--- src/rtl/frame_rx.sv ---
// Serial frame receiver: hunts for a sync word, collects payload bytes and
// verifies an 8-bit additive checksum, then tracks lock across frames.
module frame_rx #(
  parameter logic [7:0]  SYNC_WORD     = 8'h7E,
  parameter int unsigned PAYLOAD_BYTES = 4
) (
  input  logic       sys_clk,
  input  logic       reset,
  input  logic       bit_en,
  input  logic       rx_bit,
  output logic [7:0] data_out,
  output logic       data_valid,
  output logic       frame_ok,
  output logic       frame_err,
  output logic       locked
);

  localparam int unsigned BYTE_CNT_W = 4;
  localparam logic [BYTE_CNT_W-1:0] LAST_BYTE = BYTE_CNT_W'(PAYLOAD_BYTES - 1);

  typedef enum logic [1:0] {HUNT, PAYLOAD, CHECK, SYNC_CHK} state_t;

  state_t                state, state_n;
  logic [7:0]            shreg, shreg_n;
  logic [2:0]            bit_cnt, bit_cnt_n;
  logic [BYTE_CNT_W-1:0] byte_cnt, byte_cnt_n;
  logic [7:0]            acc, acc_n;
  logic                  primed, primed_n;
  logic [7:0]            data_out_n;
  logic                  data_valid_n, frame_ok_n, frame_err_n, locked_n;

  logic [7:0] shift_c;
  logic       byte_done_c;

  assign shift_c     = {shreg[6:0], rx_bit};
  assign byte_done_c = (bit_cnt == 3'd7);

  // State and datapath registers
  always_ff @(posedge sys_clk or negedge reset) begin
    if (!reset) begin
      state      <= HUNT;
      shreg      <= 8'h00;
      bit_cnt    <= 3'd0;
      byte_cnt   <= '0;
      acc        <= 8'h00;
      primed     <= 1'b0;
      data_out   <= 8'h00;
      data_valid <= 1'b0;
      frame_ok   <= 1'b0;
      frame_err  <= 1'b0;
      locked     <= 1'b0;
    end else begin
      state      <= state_n;
      shreg      <= shreg_n;
      bit_cnt    <= bit_cnt_n;
      byte_cnt   <= byte_cnt_n;
      acc        <= acc_n;
      primed     <= primed_n;
      data_out   <= data_out_n;
      data_valid <= data_valid_n;
      frame_ok   <= frame_ok_n;
      frame_err  <= frame_err_n;
      locked     <= locked_n;
    end
  end

  // Next-state and output logic; nothing moves without a bit strobe
  always_comb begin
    state_n      = state;
    shreg_n      = shreg;
    bit_cnt_n    = bit_cnt;
    byte_cnt_n   = byte_cnt;
    acc_n        = acc;
    primed_n     = primed;
    data_out_n   = data_out;
    data_valid_n = 1'b0;
    frame_ok_n   = 1'b0;
    frame_err_n  = 1'b0;
    locked_n     = locked;

    if (bit_en) begin
      shreg_n   = shift_c;
      bit_cnt_n = bit_cnt + 3'd1;

      unique case (state)
        HUNT: begin
          // A match needs eight real bits since the last clear, never stale zeros
          if (byte_done_c) primed_n = 1'b1;
          if ((primed || byte_done_c) && shift_c == SYNC_WORD) begin
            state_n    = PAYLOAD;
            bit_cnt_n  = 3'd0;
            byte_cnt_n = '0;
            acc_n      = 8'h00;
          end
        end

        PAYLOAD: begin
          if (byte_done_c) begin
            data_out_n   = shift_c;
            data_valid_n = 1'b1;
            acc_n        = acc + shift_c;
            if (byte_cnt == LAST_BYTE) begin
              state_n    = CHECK;
              byte_cnt_n = '0;
            end else begin
              byte_cnt_n = byte_cnt + BYTE_CNT_W'(1);
            end
          end
        end

        CHECK: begin
          if (byte_done_c) begin
            if (shift_c == acc) begin
              frame_ok_n = 1'b1;
              locked_n   = 1'b1;
              state_n    = SYNC_CHK;
            end else begin
              frame_err_n = 1'b1;
              locked_n    = 1'b0;
              shreg_n     = 8'h00;
              primed_n    = 1'b0;
              bit_cnt_n   = 3'd0;
              state_n     = HUNT;
            end
          end
        end

        SYNC_CHK: begin
          if (byte_done_c) begin
            if (shift_c == SYNC_WORD) begin
              state_n    = PAYLOAD;
              bit_cnt_n  = 3'd0;
              byte_cnt_n = '0;
              acc_n      = 8'h00;
            end else begin
              frame_err_n = 1'b1;
              locked_n    = 1'b0;
              shreg_n     = 8'h00;
              primed_n    = 1'b0;
              bit_cnt_n   = 3'd0;
              state_n     = HUNT;
            end
          end
        end

        default: state_n = HUNT;
      endcase
    end
  end

endmodule
--- config.mk ---
export PLATFORM = sky130hd
export DESIGN_NAME = frame_rx
export DESIGN_NICKNAME = d
export VERILOG_FILES = /design/src/rtl/frame_rx.sv
export SDC_FILE = /design/constraint.sdc
export NUM_CORES = 1
export LEC_CHECK = 0
export ABC_AREA = 1
export CAP_MARGIN = 20
export CORE_ASPECT_RATIO = 0.9
export CORE_MARGIN = 2
export CORE_UTILIZATION = 60
export DETAILED_ROUTE_END_ITERATION = 8
export PLACE_DENSITY = 0.93
export SYNTH_ARGS = -nofsm -noshare
export SYNTH_HDL_FRONTEND = slang
export SYNTH_SLANG_ARGS = --single-unit
--- constraint.sdc ---
create_clock -name sys_clk -period 2.8 [get_ports sys_clk]
set_clock_uncertainty 0.05 [all_clocks]
set_input_delay 0.28 -clock sys_clk [delete_from_list [all_inputs] [get_ports sys_clk]]
set_output_delay 0.28 -clock sys_clk [all_outputs]
set_load 0.02 [all_outputs]
### After elaboration in Yosys (flattened, before gate mapping)

Cells that the tools add are included.

* add/subtract/negate cells: 3
* equal/unequal tests: 16
* muxes and demuxes: 50
* reductions and logical operators: 11

Operator list (count)
* two-way mux 8 bit: 4
* two-way mux 7 bit: 4
* case mux 8 bit (3 select lines): 1
* two-way mux 4 bit: 5
* two-way mux 1 bit: 19
* != test 2 bit (second input constant): 9
* case mux 7 bit (2 select lines): 1
* two-way mux 2 bit: 6
* two-way mux 3 bit: 4
* case mux 4 bit (3 select lines): 1
* AND reduction 6 bit: 2
* case mux 3 bit (3 select lines): 1
* adder 8 bit: 1
* equality test 8 x 7 -> 1 bit (second input constant): 1
* equality test 8 bit: 1
* case mux 2 bit (4 select lines): 1
* AND reduction 7 bit: 1
* nonzero test 3 bit: 2
* AND reduction 5 bit: 1
* adder 4 x 1 -> 4 bit (second input constant): 1
* equality test 2 bit (second input constant): 2
* equality test 4 x 2 -> 1 bit (second input constant): 1
* case mux 1 bit (2 select lines): 2
* adder 3 x 1 -> 3 bit (second input constant): 1
* other kinds (8): 8

* flip-flop bits (word level): 37
* output and inout port bits: 12
* word-level logic and storage cells: 91

### Longest topological paths before layout

Gate-level depths: netlist of the first run.

* depth in word-level cells: 5
* depth in mapped cells: 11
* gate-level depth less buffers: 10

### Least setup slack after synthesis of the first run

No wires, ideal clock.

* kind: register -> register
* from: register shreg[1]
* to: register shreg[1]
* setup time: 0.066 ns
* arrival time: 1.562 ns
* data required time: 2.684 ns
* path slack: 1.123 ns
* stages on the path, launching flop included: 9
* path buffers: 0
* clock period less this slack: 1.677 ns
* cell sequence: dfrtp_1 -> ha_1 -> nor2_1 -> nand2_1 -> nor2_1 -> nand3_1 -> nand3_1 -> nand3_1 -> nand2_1

* longest elaborated chain between the ends: 4
* elaborated cells between the ends (all ways): 7

RTL lines
* start: declaration: RTL line 24 `logic [7:0] shreg, shreg_n;`
* start signal: assignment: RTL line 54 `shreg <= shreg_n;`
* equality test 8 x 7 -> 1 bit / equality test 8 bit (equally long branches): RTL line 130, 113
* two-way mux 7 bit, on equally long branches: RTL line 130, 113
* two-way mux 7 bit, on equally long branches: RTL line 129, 112
* case mux 7 bit (2 select lines) (*): RTL line 85 `unique case (state)`

Every way passes the cells marked *; elsewhere a longest branch is shown, timed or not.
A chain may end at the register's enable or synchronous reset.

### Worst setup path after layout of the first run

* from: register shreg[1]
* to: register shreg[2]

The elaborated chain is that of the path after synthesis.

==> results.json, run 1 <==
{
  "finalWeightedCongestion": 0.8769,
  "power.density_nw_per_um2": 959.1,
  "syn_nets": 318,
  "max-slew-margin-rel": 0.4606,
  "post_synth_inst_count": 299,
  "synth.yosys.warnings": 0,
  "synthesis.area_sq_um": 2217,
  "layout_setup_ws_ns": 0.7523,
  "cts_made_buffers": 5,
  "post-cts-setup-buffers": 0,
  "post-place-cells": 355,
  "die_area_sq_um": 4198,
  "dp_slack_ns": 0.6320,
  "cp_cell_sequence": "ha_1 -> nor2_1 -> nand2_1 -> nor2_1 -> nand3_1 -> nand3_1 -> nand3_1 -> nand2_1",
  "final_nets": 337,
  "fin_util": 0.7214,
  "crit_fanout": 8,
  "grt_pass1_vias": 1831,
  "final_max_slew_viol_count": 0,
  "yosys-top-cells-area": "dfrtp_1, nand2_1, ha_1",
  "worstSetupEndpointType": "flop",
  "synth_seq_cells": 37,
  "routed_wl_um": 4781,
  "leakage_nw": 1.368,
  "vdd_ir_drop_max_mv": 0.4792,
  "ant_nets": 0,
  "place_area_sq_um": 2401,
  "area_delta_synth_final_pct": 12.36,
  "clock-sinks": 37,
  "slowest_delay_ns": 0.46,
  "io_pins": 16,
  "synth_edf_count": 0,
  "setup_violations": 0,
  "synth-seq-area-share": 0.4176,
  "vias": 1971,
  "cts-resized-gates": 0,
  "die_y_um": 61.67,
  "syn_avg_cell_area_sq_um": 7.415,
  "cts_buffer_depth": 2,
  "crit_arrival_ns": 2.24,
  "coreArea_sq_um": 3453,
  "overflow": 0,
  "wire_per_inst_um": 13.21,
  "seqCellArea_sq_um": 925.9,
  "setup_tns_ns": 0,
  "cts_root_buffer": "clkbuf_8",
  "hold_viol": 0,
  "fill_cells": 270,
  "ys.flop_type": "dfrtp_1",
  "drc_errors": 0,
  "via_per_inst": 5.445,
  "critical_path.most_common_cell": "nand3_1",
  "synth_top_area_frac": 0.4176,
  "port_buffers": 15,
  "antenna_found_initial": 0,
  "critical_path_class": "reg2reg",
  "start_util": 0.6420,
  "yosysMostFrequentCell": "nand2_1",
  "tightest_slew_ns": 0.8090,
  "drv_cap": 0,
  "track_usage": 0.2710,
  "clk_pin_slew_worst_paths_ns": 0.07,
  "cp.required_ns": 2.99,
  "slowest_stage": "dfrtp_1",
  "design_area_sq_um": 2491,
  "hold_class": "in2async",
  "crit_family": "simple AND/OR/NAND/NOR gates",
  "hold_buffers": 0,
  "cts_tree": "built",
  "cts-htree-levels": 2,
  "grt_pass1_wl_um": 8259,
  "multi_input_area_sq_um": 1144,
  "hold_ws_ns": 0.01940,
  "rows": 20,
  "dr.pass1.iters": 4,
  "async_flop_share": 1.000,
  "synth_top_area_cell": "dfrtp_1",
  "path_buf_inv": 0,
  "grt_max_degree": 38,
  "grt_setup_unrepaired": "false",
  "dp.final_hpwl_um": 3544,
  "ys_top_cells_by_count": "nand2_1, dfrtp_1, inv_1",
  "period_share": 0.7313,
  "finalCriticalPeriod_ns": 2.048,
  "finalNonFillerCells": 362,
  "die_x_um": 68.08,
  "first_iter_violations": 234,
  "status": "completed",
  "drive_gt1_frac": 0.07547,
  "max_freq_ghz": 0.4883,
  "antennaDiodeCount": 0,
  "ys_types": 24,
  "p_total_mw": 2.389,
  "start_kind": "flop",
  "clk_latency_ns": 0.30
}
-- report_power, final --
group / internal (mW) / switching [mW]
combinational: 0.445 / 0.709
sequential: 0.711 / 0.139
clock: 0.194 / 0.190
total: 1.35 / 1.04
-- per-layer routing --
metal	routed length, um	global-route usage	part of all wire
met4	80	0.1371	0.017
met5	0	0	0
met1	2161	0.3580	0.45
met3	289	0.04936	0.060
met2	2249	0.4313	0.47
-- layout make-up --
type	count	area share
Sequential cell	37	0.3717
Clock buffer	6	0.03315
Tap cell	44	0.02210
Multi-Input combinational cell	225	0.4591
Clock inverter	1	0.003014
Inverter	33	0.04972
Timing Repair Buffer	16	0.06128
-- flip-flops by register name, summed over array words and instances, names as in the netlist --
signal / count
shreg: 7
state: 2
acc: 8
primed: 1
data_valid: 1
frame_err: 1
frame_ok: 1
locked: 1
byte_cnt: 4
data_out: 8
bit_cnt: 3
-- logic make-up after synthesis --
family                   Yosys count  synth area share
flip-flops                        37            0.4176
buffers and inverters             37           0.06659
AO/OA/AOI/OAI                     20           0.04684
AND/OR/NAND/NOR                  184            0.3572
adder cells (fa/ha/maj)           15           0.08804
XOR/XNOR                           6           0.02371
-- worst paths after layout --
check                            startpoint           to  slack [ns]  cells past startpoint
worst max register to register     shreg[1]     shreg[2]        0.75                      8
worst min register to register  data_out[3]  data_out[3]        0.42                      2
max in group asynchronous             reset       acc[6]        2.16                      1
worst max-delay path               shreg[1]     shreg[2]        0.75                      8
worst min-delay path                  reset   data_valid        0.02                      1
min in group sys_clk            data_out[3]  data_out[3]        0.42                      2
-- cell usage in the layout (no fill, tap or decap) --
master and n:
a21oi_1 5, fa_1 1, a31oi_1 1, clkbuf_8 6, nand4_1 3, xnor2_1 3
buf_4 1, clkinvlp_4 1, clkdlybuf4s50_1 14, nand4_2 1, nand2_1 118, dfrtp_1 37
nor2_1 25, nor2_4 3, xor2_1 3, o21ai_0 13, ha_1 14, nand3_2 2
nand3b_1 1, nand2_2 4, inv_2 3, nand3_1 25, o21bai_1 1, nor2_2 2
buf_2 1, inv_1 30
-- worst reg2reg max path, stage by stage (launching register included) --
cell     delay [ns]
dfrtp_1        0.46
ha_1           0.41
nor2_1         0.12
nand2_1        0.07
nor2_1         0.13
nand3_1        0.27
nand3_1        0.29
nand3_1        0.12
nand2_1        0.07
No activity file was read; power rests on OpenSTA's default activity.
==> inputs of run 2 (changes only) <==
- CORE_UTILIZATION: 60 -> 53
- PLACE_DENSITY: 0.93 -> 0.88
- clock period: 2.8 -> 1.7 ns (I/O delays scaled with it)
==> run 2 against run 1 <==
  * The run now ends with negative setup slack left
  * Hold slack improved by 0.37 ns
  * Utilization up 9.0 points
  * Clock power rose to 2.5 times the previous value
  * Flip-flop and latch count stayed put
  * Routed wire length up 66%
  * Clock-buffer cell count down 1
  * Combinational power grew to 2.8 times the previous value
  * Sequential power rose by 70%
  * Largest power group unchanged
==> results.json, run 2 (synthesis results as in run 1) <==
{
  "routed_wl_um": 7917,
  "seqCellArea_sq_um": 929.6,
  "hold_ws_ns": 0.3856,
  "drc_errors": 0,
  "finalCriticalPeriod_ns": 1.887,
  "multi_input_area_sq_um": 1455,
  "area_delta_synth_final_pct": 48.02,
  "slowest_delay_ns": 0.37,
  "final_common_cell": "nand2_1",
  "grt_max_degree": 38,
  "vias": 2522,
  "r2r_cells": 8,
  "ff2ff_setup_slack_ns": -0.19,
  "final_nets": 384,
  "coreArea_sq_um": 4046,
  "dp.final_hpwl_um": 4031,
  "io_pins": 16,
  "period_share": 1.110,
  "setup_tns_ns": -1.230,
  "clk_latency_ns": 0.31,
  "cts_buffer_depth": 2,
  "tightest_slew_ns": 0.4875,
  "rows": 22,
  "max_freq_ghz": 0.5299,
  "vdd_ir_drop_max_mv": 0.8494,
  "start_util": 0.5479,
  "dr.pass1.iters": 7,
  "reg.largest.list": "acc: 8 flops, data_out: 8 flops, shreg: 7 flops",
  "finalWeightedCongestion": 0.9414,
  "fill_cells": 207,
  "met3_usage": 0.05982,
  "hold_viol": 0,
  "worstSetupEndpointType": "flop",
  "cts_made_buffers": 5,
  "clock-sinks": 37,
  "setup_violations": 17,
  "grt_setup_unrepaired": "true",
  "cts-htree-levels": 2,
  "global_route.usage.met1": 0.3232,
  "grt.met2_usage": 0.4518,
  "power.density_nw_per_um2": 1712,
  "grt_pass1_wl_um": 9377,
  "layout_common_cells": "nand2_1, buf_4, dfrtp_1",
  "start_kind": "flop",
  "track_usage": 0.2626,
  "port_buffers": 15,
  "drv_cap": 0,
  "fin_util": 0.8111,
  "cp.required_ns": 1.84,
  "grt_pass1_vias": 2102,
  "crit_fanout": 5,
  "cp_cell_sequence": "ha_2 -> ha_4 -> inv_6 -> nand2_2 -> nand3_1 -> nor2_1 -> nand3_2 -> o21ai_0",
  "clk_pin_slew_worst_paths_ns": 0.09,
  "hold_class": "in2async",
  "leakage_nw": 1.709,
  "wire_per_inst_um": 19.12,
  "dp_slack_ns": -0.2427,
  "cts_root_buffer": "clkbuf_8",
  "r2r-start": "bit_cnt[0]",
  "crit_arrival_ns": 2.03,
  "die_y_um": 65.36,
  "antennaDiodeCount": 0,
  "layout_setup_ws_ns": -0.1873,
  "ant_nets": 0,
  "first_iter_violations": 603,
  "violations": "negative setup slack",
  "slowest_stage": "dfrtp_1",
  "antenna_found_initial": 0,
  "drive_gt1_frac": 0.3661,
  "die_area_sq_um": 4717,
  "die_x_um": 72.18,
  "max-slew-margin-rel": 0.6750,
  "final_max_slew_viol_count": 0,
  "grt-busiest-layer": "met2",
  "via_per_inst": 6.092,
  "critical_path_class": "reg2reg",
  "regToRegEndpoint": "primed",
  "overflow": 0,
  "status": "finished, violations left",
  "cts_tree": "built"
}
-- run 2: final cells by class --
cell class,instances,area share
sequential,37,0.2833
inverter,33,0.04041
tap,48,0.01830
timing repair buffer,62,0.1704
multi-input combinational,225,0.4434
clock buffer,5,0.02097
clock inverter,3,0.02097
timing repair inverter,1,0.002287
-- run 2: critical path: cells and delay by family (launching register included) --
| kind | cells | cell delay (ns) |
|---|---|---|
| adders and majority gates | 2 | 0.37 |
| DFF | 1 | 0.37 |
| and+or+nand+nor | 4 | 0.63 |
| AOI/OAI and AO/OA | 1 | 0.29 |
| buffers and inverters | 1 | 0.06 |
-- run 2: what timing repair did --
| item | 4_1_cts | 5_1_grt |
|---|---|---|
| hold buffers | 1 | 0 |
| cloned | 0 | 2 |
| setup buffers | 1 | 9 |
| endpoints found under the setup margin | 21 | 29 |
| gates resized for setup | 10 | 86 |
| pin swaps | 7 | 31 |
| hold endpoints to repair | 37 | 0 |
-- run 2: layer usage --
metal  up-vias  share of wire
met5         -              0
met4         0          0.074
met3        87           0.11
met2       220           0.47
met1      1142           0.35
li1       1073              -
-- run 2: how the worst max path moves through the flow --
stage	start	end	slack, ns	cells after the start
detailed placement	rx_bit	state[0]	-0.24	10
global placement	rx_bit	acc[4]	-0.24	8
floorplan	shreg[1]	shreg[1]	0.02	8
CTS	state[0]	byte_cnt[3]	0.004	10
finish	bit_cnt[0]	primed	-0.19	8
global route	shreg[5]	acc[7]	-0.24	10
-- run 2: per-stage QoR --
| stage | std cells | instance area (sq um) | total power, mW |
|---|---|---|---|
| 2_1_floorplan | 299 | 2217 | 2.761 |
| 6_report | 414 | 3282 | 5.620 |
| 3_5_place_dp | 393 | 2674 | 3.669 |
| 3_3_place_gp | 393 | 2674 | 3.532 |
| 4_1_cts | 403 | 2890 | 4.718 |
| 5_1_grt | 414 | 3282 | 5.912 |
-- run 2: where the power goes --
group | total [mW] | switching [mW] | internal [mW] | leakage, nW
Clock | 0.967 | 0.376 | 0.591 | 0.0687
Sequential | 1.45 | 0.275 | 1.17 | 0.474
Combinational | 3.20 | 1.81 | 1.39 | 1.17
Total | 5.62 | 2.47 | 3.15 | 1.71
